===== config.mk =====
export PLATFORM = sky130hd
export DESIGN_NAME = instr_fetch_ctrl_flat
export DESIGN_NICKNAME = d
export VERILOG_FILES = /design/src/rtl/instr_fetch_ctrl_if.sv /design/src/rtl/instr_fetch_ctrl.sv /design/src/flat_wrapper.sv
export SDC_FILE = /design/constraint.sdc
export NUM_CORES = 1
export LEC_CHECK = 0
export BUFFER_PORTS_ARGS = -buffer_cell sky130_fd_sc_hd__buf_2
export CORE_MARGIN = 1.5
export CORE_UTILIZATION = 59
export DETAILED_ROUTE_END_ITERATION = 16
export HOLD_SLACK_MARGIN = 0.15
export MAX_ROUTING_LAYER = met4
export PLACE_DENSITY = 0.86
export SYNTH_ARGS = -nofsm -noshare
export SYNTH_HDL_FRONTEND = slang
export SYNTH_SLANG_ARGS = --single-unit

===== constraint.sdc =====
create_clock -name clk -period 6.3 [get_ports clk]
set_clock_uncertainty 0.2 [all_clocks]
set_input_delay 0.945 -clock clk [delete_from_list [all_inputs] [get_ports clk]]
set_output_delay 0.945 -clock clk [all_outputs]
set_load 0.1 [all_outputs]

===== src/rtl/instr_fetch_ctrl_if.sv =====
// Fetch-side bus: ROM port, redirect request, decode handshake and status.
// Handshake: a head entry transfers when out_valid && out_ready are both high at a rising clk edge
// and no redirect is sampled in that same cycle.
interface instr_fetch_ctrl_if #(
    parameter int ADDRESS_WIDTH = 8,
    parameter int DATA_WIDTH    = 32
);
    logic                     start;
    logic [ADDRESS_WIDTH-1:0] rom_addr;
    logic [DATA_WIDTH-1:0]    rom_data;
    logic                     redir_valid;
    logic [ADDRESS_WIDTH+1:0] redir_pc;
    logic                     out_valid;
    logic                     out_ready;
    logic [DATA_WIDTH-1:0]    out_instr;
    logic [ADDRESS_WIDTH+1:0] out_pc;
    logic                     halted;
    logic [1:0]               dbg_state;

    modport master (
        input  start, rom_data, redir_valid, redir_pc, out_ready,
        output rom_addr, out_valid, out_instr, out_pc, halted, dbg_state
    );

    modport slave (
        output start, rom_data, redir_valid, redir_pc, out_ready,
        input  rom_addr, out_valid, out_instr, out_pc, halted, dbg_state
    );
endinterface


===== src/rtl/instr_fetch_ctrl.sv =====
// Instruction fetch sequencer: drives a combinational ROM, buffers {pc, instr} in a
// 2-entry FIFO toward decode, handles redirect flushes and stops on the halt word.
module instr_fetch_ctrl #(
    parameter int          ADDRESS_WIDTH = 8,
    parameter int          DATA_WIDTH    = 32,
    parameter logic [31:0] HALT_WORD     = 32'h0000_006F
) (
    input  logic                clk,
    input  logic                rst_n,
    instr_fetch_ctrl_if.master  bus
);
    typedef enum logic [1:0] {
        S_IDLE   = 2'd0,
        S_RUN    = 2'd1,
        S_HALTED = 2'd2
    } state_e;

    state_e                   state_q, state_d;
    logic [ADDRESS_WIDTH-1:0] fetch_ptr_q, fetch_ptr_d;
    logic [1:0]               count_q, count_d;
    logic                     rd_ptr_q, rd_ptr_d;
    logic                     wr_ptr_q, wr_ptr_d;
    logic [DATA_WIDTH-1:0]    instr_q [2];
    logic [ADDRESS_WIDTH-1:0] pc_q    [2];

    logic redirect;
    logic push;
    logic pop;
    logic unused_redir_lsbs;

    assign unused_redir_lsbs = ^bus.redir_pc[1:0];

    // Redirect outranks both FIFO ports; IDLE ignores it entirely.
    assign redirect = bus.redir_valid && (state_q != S_IDLE);
    assign pop      = (count_q != 2'd0) && bus.out_ready && !redirect;
    assign push     = (state_q == S_RUN) && !bus.redir_valid && ((count_q != 2'd2) || pop);

    always_comb begin
        state_d     = state_q;
        fetch_ptr_d = fetch_ptr_q;
        count_d     = count_q;
        rd_ptr_d    = rd_ptr_q;
        wr_ptr_d    = wr_ptr_q;
        if (state_q == S_IDLE) begin
            if (bus.start) begin
                state_d     = S_RUN;
                fetch_ptr_d = '0;
            end
        end else if (redirect) begin
            state_d     = S_RUN;
            fetch_ptr_d = bus.redir_pc[ADDRESS_WIDTH+1:2];
            count_d     = 2'd0;
            rd_ptr_d    = wr_ptr_q;
        end else begin
            if (push) begin
                wr_ptr_d    = ~wr_ptr_q;
                fetch_ptr_d = fetch_ptr_q + 1'b1;
                if (bus.rom_data == HALT_WORD) state_d = S_HALTED;
            end
            if (pop) rd_ptr_d = ~rd_ptr_q;
            count_d = count_q + {1'b0, push} - {1'b0, pop};
        end
    end

    always_ff @(posedge clk or negedge rst_n) begin
        if (!rst_n) begin
            state_q     <= S_IDLE;
            fetch_ptr_q <= '0;
            count_q     <= 2'd0;
            rd_ptr_q    <= 1'b0;
            wr_ptr_q    <= 1'b0;
            instr_q[0]  <= '0;
            instr_q[1]  <= '0;
            pc_q[0]     <= '0;
            pc_q[1]     <= '0;
        end else begin
            state_q     <= state_d;
            fetch_ptr_q <= fetch_ptr_d;
            count_q     <= count_d;
            rd_ptr_q    <= rd_ptr_d;
            wr_ptr_q    <= wr_ptr_d;
            if (push) begin
                instr_q[wr_ptr_q] <= bus.rom_data;
                pc_q[wr_ptr_q]    <= fetch_ptr_q;
            end
        end
    end

    // Decode sees only FIFO registers; an empty FIFO leaves the stale head on out_*.
    assign bus.rom_addr  = fetch_ptr_q;
    assign bus.out_valid = (count_q != 2'd0);
    assign bus.out_instr = instr_q[rd_ptr_q];
    assign bus.out_pc    = {pc_q[rd_ptr_q], 2'b00};
    assign bus.halted    = (state_q == S_HALTED);
    assign bus.dbg_state = state_q;
endmodule


===== src/flat_wrapper.sv =====
// flat-port wrapper written by rule: the top's interface ports become plain ports
module instr_fetch_ctrl_flat 
#(
    parameter int          ADDRESS_WIDTH = 8,
    parameter int          DATA_WIDTH    = 32,
    parameter logic [31:0] HALT_WORD     = 32'h0000_006F
)
  (clk, rst_n, bus_start, bus_rom_data, bus_redir_valid, bus_redir_pc, bus_out_ready, bus_rom_addr, bus_out_valid, bus_out_instr, bus_out_pc, bus_halted, bus_dbg_state);
  instr_fetch_ctrl_if #(.ADDRESS_WIDTH(ADDRESS_WIDTH), .DATA_WIDTH(DATA_WIDTH)) bus_i ();
  input  logic clk;
  input  logic rst_n;
  input wire logic [$bits(bus_i.start)-1:0] bus_start;
  input wire logic [$bits(bus_i.rom_data)-1:0] bus_rom_data;
  input wire logic [$bits(bus_i.redir_valid)-1:0] bus_redir_valid;
  input wire logic [$bits(bus_i.redir_pc)-1:0] bus_redir_pc;
  input wire logic [$bits(bus_i.out_ready)-1:0] bus_out_ready;
  output wire logic [$bits(bus_i.rom_addr)-1:0] bus_rom_addr;
  output wire logic [$bits(bus_i.out_valid)-1:0] bus_out_valid;
  output wire logic [$bits(bus_i.out_instr)-1:0] bus_out_instr;
  output wire logic [$bits(bus_i.out_pc)-1:0] bus_out_pc;
  output wire logic [$bits(bus_i.halted)-1:0] bus_halted;
  output wire logic [$bits(bus_i.dbg_state)-1:0] bus_dbg_state;
  assign bus_i.start = bus_start;
  assign bus_i.rom_data = bus_rom_data;
  assign bus_i.redir_valid = bus_redir_valid;
  assign bus_i.redir_pc = bus_redir_pc;
  assign bus_i.out_ready = bus_out_ready;
  assign bus_rom_addr = bus_i.rom_addr;
  assign bus_out_valid = bus_i.out_valid;
  assign bus_out_instr = bus_i.out_instr;
  assign bus_out_pc = bus_i.out_pc;
  assign bus_halted = bus_i.halted;
  assign bus_dbg_state = bus_i.dbg_state;
  instr_fetch_ctrl #(.ADDRESS_WIDTH(ADDRESS_WIDTH), .DATA_WIDTH(DATA_WIDTH), .HALT_WORD(HALT_WORD)) u_core (.clk(clk), .rst_n(rst_n), .bus(bus_i));
endmodule

Word-level counts from Yosys, hierarchy flattened
Cells that the tools add are included.
{"block": "word_totals", "word_cells": 69, "input_bits": 47, "register_bits": 94}
{"block": "op_classes", "add_sub_neg": 3, "n_eq_ne": 5, "n_lt_le_gt_ge": 3, "n_reduce_logical": 19, "n_mux": 24, "n_bitwise": 6}
{"op": "$mux W32", "n": 4}
{"op": "$bwmux W64", "n": 1}
{"op": "$mux W8", "n": 8}
{"op": "$demux W32 S1", "n": 1}
{"op": "$eq A32 B7 Y1 const B", "n": 1}
{"op": "$bwmux W16", "n": 1}
{"op": "$mux W2", "n": 6}
{"op": "$add A8 B1 Y8 const B", "n": 1}
{"op": "$demux W8 S1", "n": 1}
{"op": "$logic_and A1 B1 Y1", "n": 6}
{"op": "$reduce_and A3 Y1", "n": 2}
{"op": "$reduce_bool A2 Y1", "n": 3}
{"op": "$reduce_bool A3 Y1", "n": 2}
{"op": "$ge A2 B2 Y1 const B", "n": 2}
{"op": "$ne A2 B2 Y1 const B", "n": 2}
{"op": "$not A1 Y1", "n": 4}
{"op": "$not A1 Y2", "n": 2}
{"op": "$reduce_and A2 Y1", "n": 2}
{"op": "$add A2 B1 Y2", "n": 1}
{"op": "$eq A2 B1 Y1 const B", "n": 1}
{"op": "$eq A2 B2 Y1 const B", "n": 1}
{"op": "$logic_not A1 Y1", "n": 2}
{"op": "$logic_not A2 Y1", "n": 1}
{"op": "$lt A2 B1 Y1 const B", "n": 1}
{"op": "3 further kinds", "n": 4}

Depth between registers and ports, before layout
{"block": "logic_depth", "word_depth": 9, "depth_mapped": 9, "depth_no_buf": 8}

Worst setup path before layout
OpenSTA, ideal clock, no wires.
{"block": "synth_timing", "kind": "register -> output", "start": "register u_core.state_q[1], in the netlist u_core.bus.dbg_state[1]", "end": "output port bus_halted", "stages_incl_launch_ff": 2, "arrival_ps": 2451, "path_buffers": 0, "required_ps": 5155, "path_slack_ps": 2704, "cell_sequence": "dfrtp_1 -> nor2b_1"}
{"block": "synth_between", "elab_chain_cells": 1}
{"item": "start: declaration", "line": "instr_fetch_ctrl.sv:18", "text": "state_e state_q, state_d;"}
{"item": "start signal: assignment", "line": "instr_fetch_ctrl.sv:77", "text": "state_q <= state_d;"}
{"item": "$eq A2 B2 Y1", "line": "instr_fetch_ctrl.sv:94", "text": "assign bus.halted = (state_q == S_HALTED);"}
{"item": "end: declaration", "line": "flat_wrapper.sv:21", "text": "output wire logic [$bits(bus_i.halted)-1:0] bus_halted;"}
Every way passes these cells.

Worst setup path in the final report
{"block": "layout_timing", "start": "register u_core.rd_ptr_q", "end": "output port bus_out_pc[8]"}
{"block": "layout_between", "elab_chain_cells": 4}
{"item": "start: declaration", "line": "instr_fetch_ctrl.sv:21", "text": "logic rd_ptr_q, rd_ptr_d;"}
{"item": "start signal: assignment", "line": "instr_fetch_ctrl.sv:80", "text": "rd_ptr_q <= rd_ptr_d;"}
{"item": "$not A1 Y2 (not written as such)", "line": "instr_fetch_ctrl.sv:93", "text": "assign bus.out_pc = {pc_q[rd_ptr_q], 2'b00};"}
{"item": "$mux W8 (not written as such) (3 in series)", "line": "instr_fetch_ctrl.sv:93"}
{"item": "end: declaration", "line": "flat_wrapper.sv:20", "text": "output wire logic [$bits(bus_i.out_pc)-1:0] bus_out_pc;"}
Every way passes these cells. The select of a mux whose other input is x is not followed.

==> flow_summary.ini <==
[clocking]
post_cts_resized = 0
root_buffer = clkbuf_8
cts_tree = done
cts_made_buffers = 9
ctsHoldBuffers = 0
htreeDepth = 3
clock_latency_ns = 0.35
path_clk_slew_ns = 0.09
clock-sinks = 94
cts_setup_buffers = 0
clk_path_buf_depth = 2

[logic_synthesis]
seq_area_frac_synth = 0.5134
synthArstFlopShare = 1.000
yosysUniqueCellTypes = 47
syn_inst = 328
avgSynthCellArea_um2 = 13.97
netlist.area_leader.share = 0.5134
ys.flop_type = dfrtp_1
ys_ff_latch = 94
yosysWarnings = 0
synth.cell_area_um2 = 4582
yosys-top-cells-area = dfrtp_1, mux2_4, mux2_2
synth_edf_count = 0
netlist.top_cell.by_area = dfrtp_1

[drt]
wl_per_cell_um = 17.49
drt-total-wl_mm = 9.131
vias = 2998
vias_per_cell = 5.743
detail-route-antenna-nets = 0
drt_pass1_iterations = 4
drt-initial-drc-count = 127
remaining_drc_errors = 0

[die]
start_util = 0.6217
die-area_um2 = 8304
die_h_um = 91.13
num_rows = 31
die_w_um = 91.13
coreArea_um2 = 7370
ioPinCount = 101

[run_status]
status = finished clean

[critical_path]
start_kind = flop
worstSetupEndpointType = output port
arrival_ns = 2.19
cp.required_ns = 5.15
worstSetupPathType = flop to output port
r2r_slack_ns = 3.78
critPathMaxFanout = 43

[place]
gp_congestion = 0.8956
dp_hpwl_mm = 6.122
port_buffers = 96

[final_layout]
syn2layout_area_growth_pct = 14.72
diodes = 0
final_nets = 468
drive_above_1_share = 0.4917

[sta]
min_period_ns = 3.334
relSlewSlack = 0.2936
worstMarginPinSlew_ns = 1.060
setup_violations = 0
hold_violations = 0
final.period_utilization = 0.5291
setup_tns_ns = 0
slew_violations = 0
rsz0062_at_grt = false
fmax_mhz = 300.0

[run]
cap_violations = 0

[global_routing]
grtUsageTotal = 0.2354
grt_pass1_wl_mm = 14.99
grt_max_degree = 53
grt_pass1_vias = 2945
grt_antenna_before_repair = 0
overflow = 0

[hold_path]
hp-class = flop to flop
[path summary, 6_finish.rpt]
| kind | startpoint | to | cells past startpoint |
|---|---|---|---|
| worst max-delay path | u_core.rd_ptr_q | bus_out_pc[8] | 2 |
| worst min-delay path | u_core.instr_q[54] | u_core.instr_q[54] | 1 |
| worst max register to register | u_core.count_q[1] | u_core.instr_q[17] | 5 |
| worst min register to register | u_core.instr_q[54] | u_core.instr_q[54] | 1 |
| max in group asynchronous | rst_n | u_core.rd_ptr_q | 2 |
| min in group asynchronous | rst_n | u_core.instr_q[5] | 1 |
[cells by family (layout without fill, tap and decap cells)]
kind of cell	Yosys count	after routing	share of synthesized area
other	1	2	0.0008184
flip-flops	94	94	0.5134
adder cells (fa/ha/maj)	3	3	0.008193
AND/OR/NAND/NOR	49	49	0.06063
AO/OA/AOI/OAI	32	32	0.04943
buffers and inverters	26	120	0.03386
XOR/XNOR	2	2	0.003824
multiplexers	121	121	0.3299
[cells in the final DEF, fill, tap and decap left out, types with 2 or more instances in the layout]
cell type,synthesis,routed
a21o_1,2,2
a21oi_1,4,4
a22o_1,5,5
buf_2,3,95
buf_4,6,3
clkbuf_8,0,9
clkinv_2,1,3
clkinvlp_4,0,3
conb_1,1,2
dfrtp_1,94,93
ha_1,3,3
inv_1,5,5
mux2_1,33,33
mux2_2,47,47
mux2_4,40,40
nand2_1,8,8
nand2b_1,3,3
nand3_1,5,5
nand4_1,3,3
nor2_1,5,5
nor3_1,7,7
nor4_1,5,5
o211ai_1,2,2
o21ai_0,7,7
o221ai_1,2,2
o31ai_1,4,4
or2_2,2,2
[worst max-delay path: stages, from the launching register on]
cell and delay [ns]:
dfrtp_2 1.08, mux2_2 0.32, buf_2 0.42
[per-layer routing]
metal  GRT usage  wire (um)  vias up
met1      0.3203       4204     1531
met3     0.03183        356       10
met4     0.08073        116        0
li1            -          -     1367
met5           -          0        -
met2      0.3657       4453       90
[cells in the mapped netlist (3+ instances only)]
cell type   n
buf_6       4
nor4_1      5
mux2_2     47
nand2_1     8
a21oi_1     4
nand3_1     5
buf_2       3
ha_1        3
o21ai_0     7
buf_4       6
inv_1       5
clkbuf_1    7
o31ai_1     4
nor3_1      7
a22o_1      5
mux2_1     33
nor2_1      5
mux2_4     40
nand2b_1    3
nand4_1     3
dfrtp_1    94
[through the flow]
stage | utilization | hold slack (ns) | instance area (um^2) | instances | setup slack [ns]
floorplan | - | 0.2541 | 4586 | 329 | 2.704
global placement | 0.6896 | 0.2631 | 5082 | 506 | 3.094
detailed placement | 0.6896 | 0.2708 | 5082 | 506 | 3.066
CTS | 0.7132 | 0.2922 | 5256 | 522 | 2.965
global route | 0.7132 | 0.3043 | 5256 | 522 | 2.897
finish | 0.7132 | 0.2871 | 5256 | 522 | 2.966
[state kept, by name (all words and copies together), names as in the netlist]
| name | count |
|---|---|
| u_core.instr_q | 64 |
| u_core.pc_q | 16 |
| u_core.bus.rom_addr | 8 |
| u_core.bus.dbg_state | 2 |
| u_core.count_q | 2 |
| u_core.rd_ptr_q | 1 |
| u_core.wr_ptr_q | 1 |
[layout make-up]
class	instances	area, um^2
well taps	99	123.9
clock inverters	7	50.05
clock buffers	9	123.9
flip-flops and latches	94	2354
repair buffers	98	498.0
inverters	6	23.77
fillers	550	2113
multi-input cells	209	2083
Power is left out: the tool's default activity adds up to more than one toggle a clock period on the data nets, which glitch-free logic cannot reach.
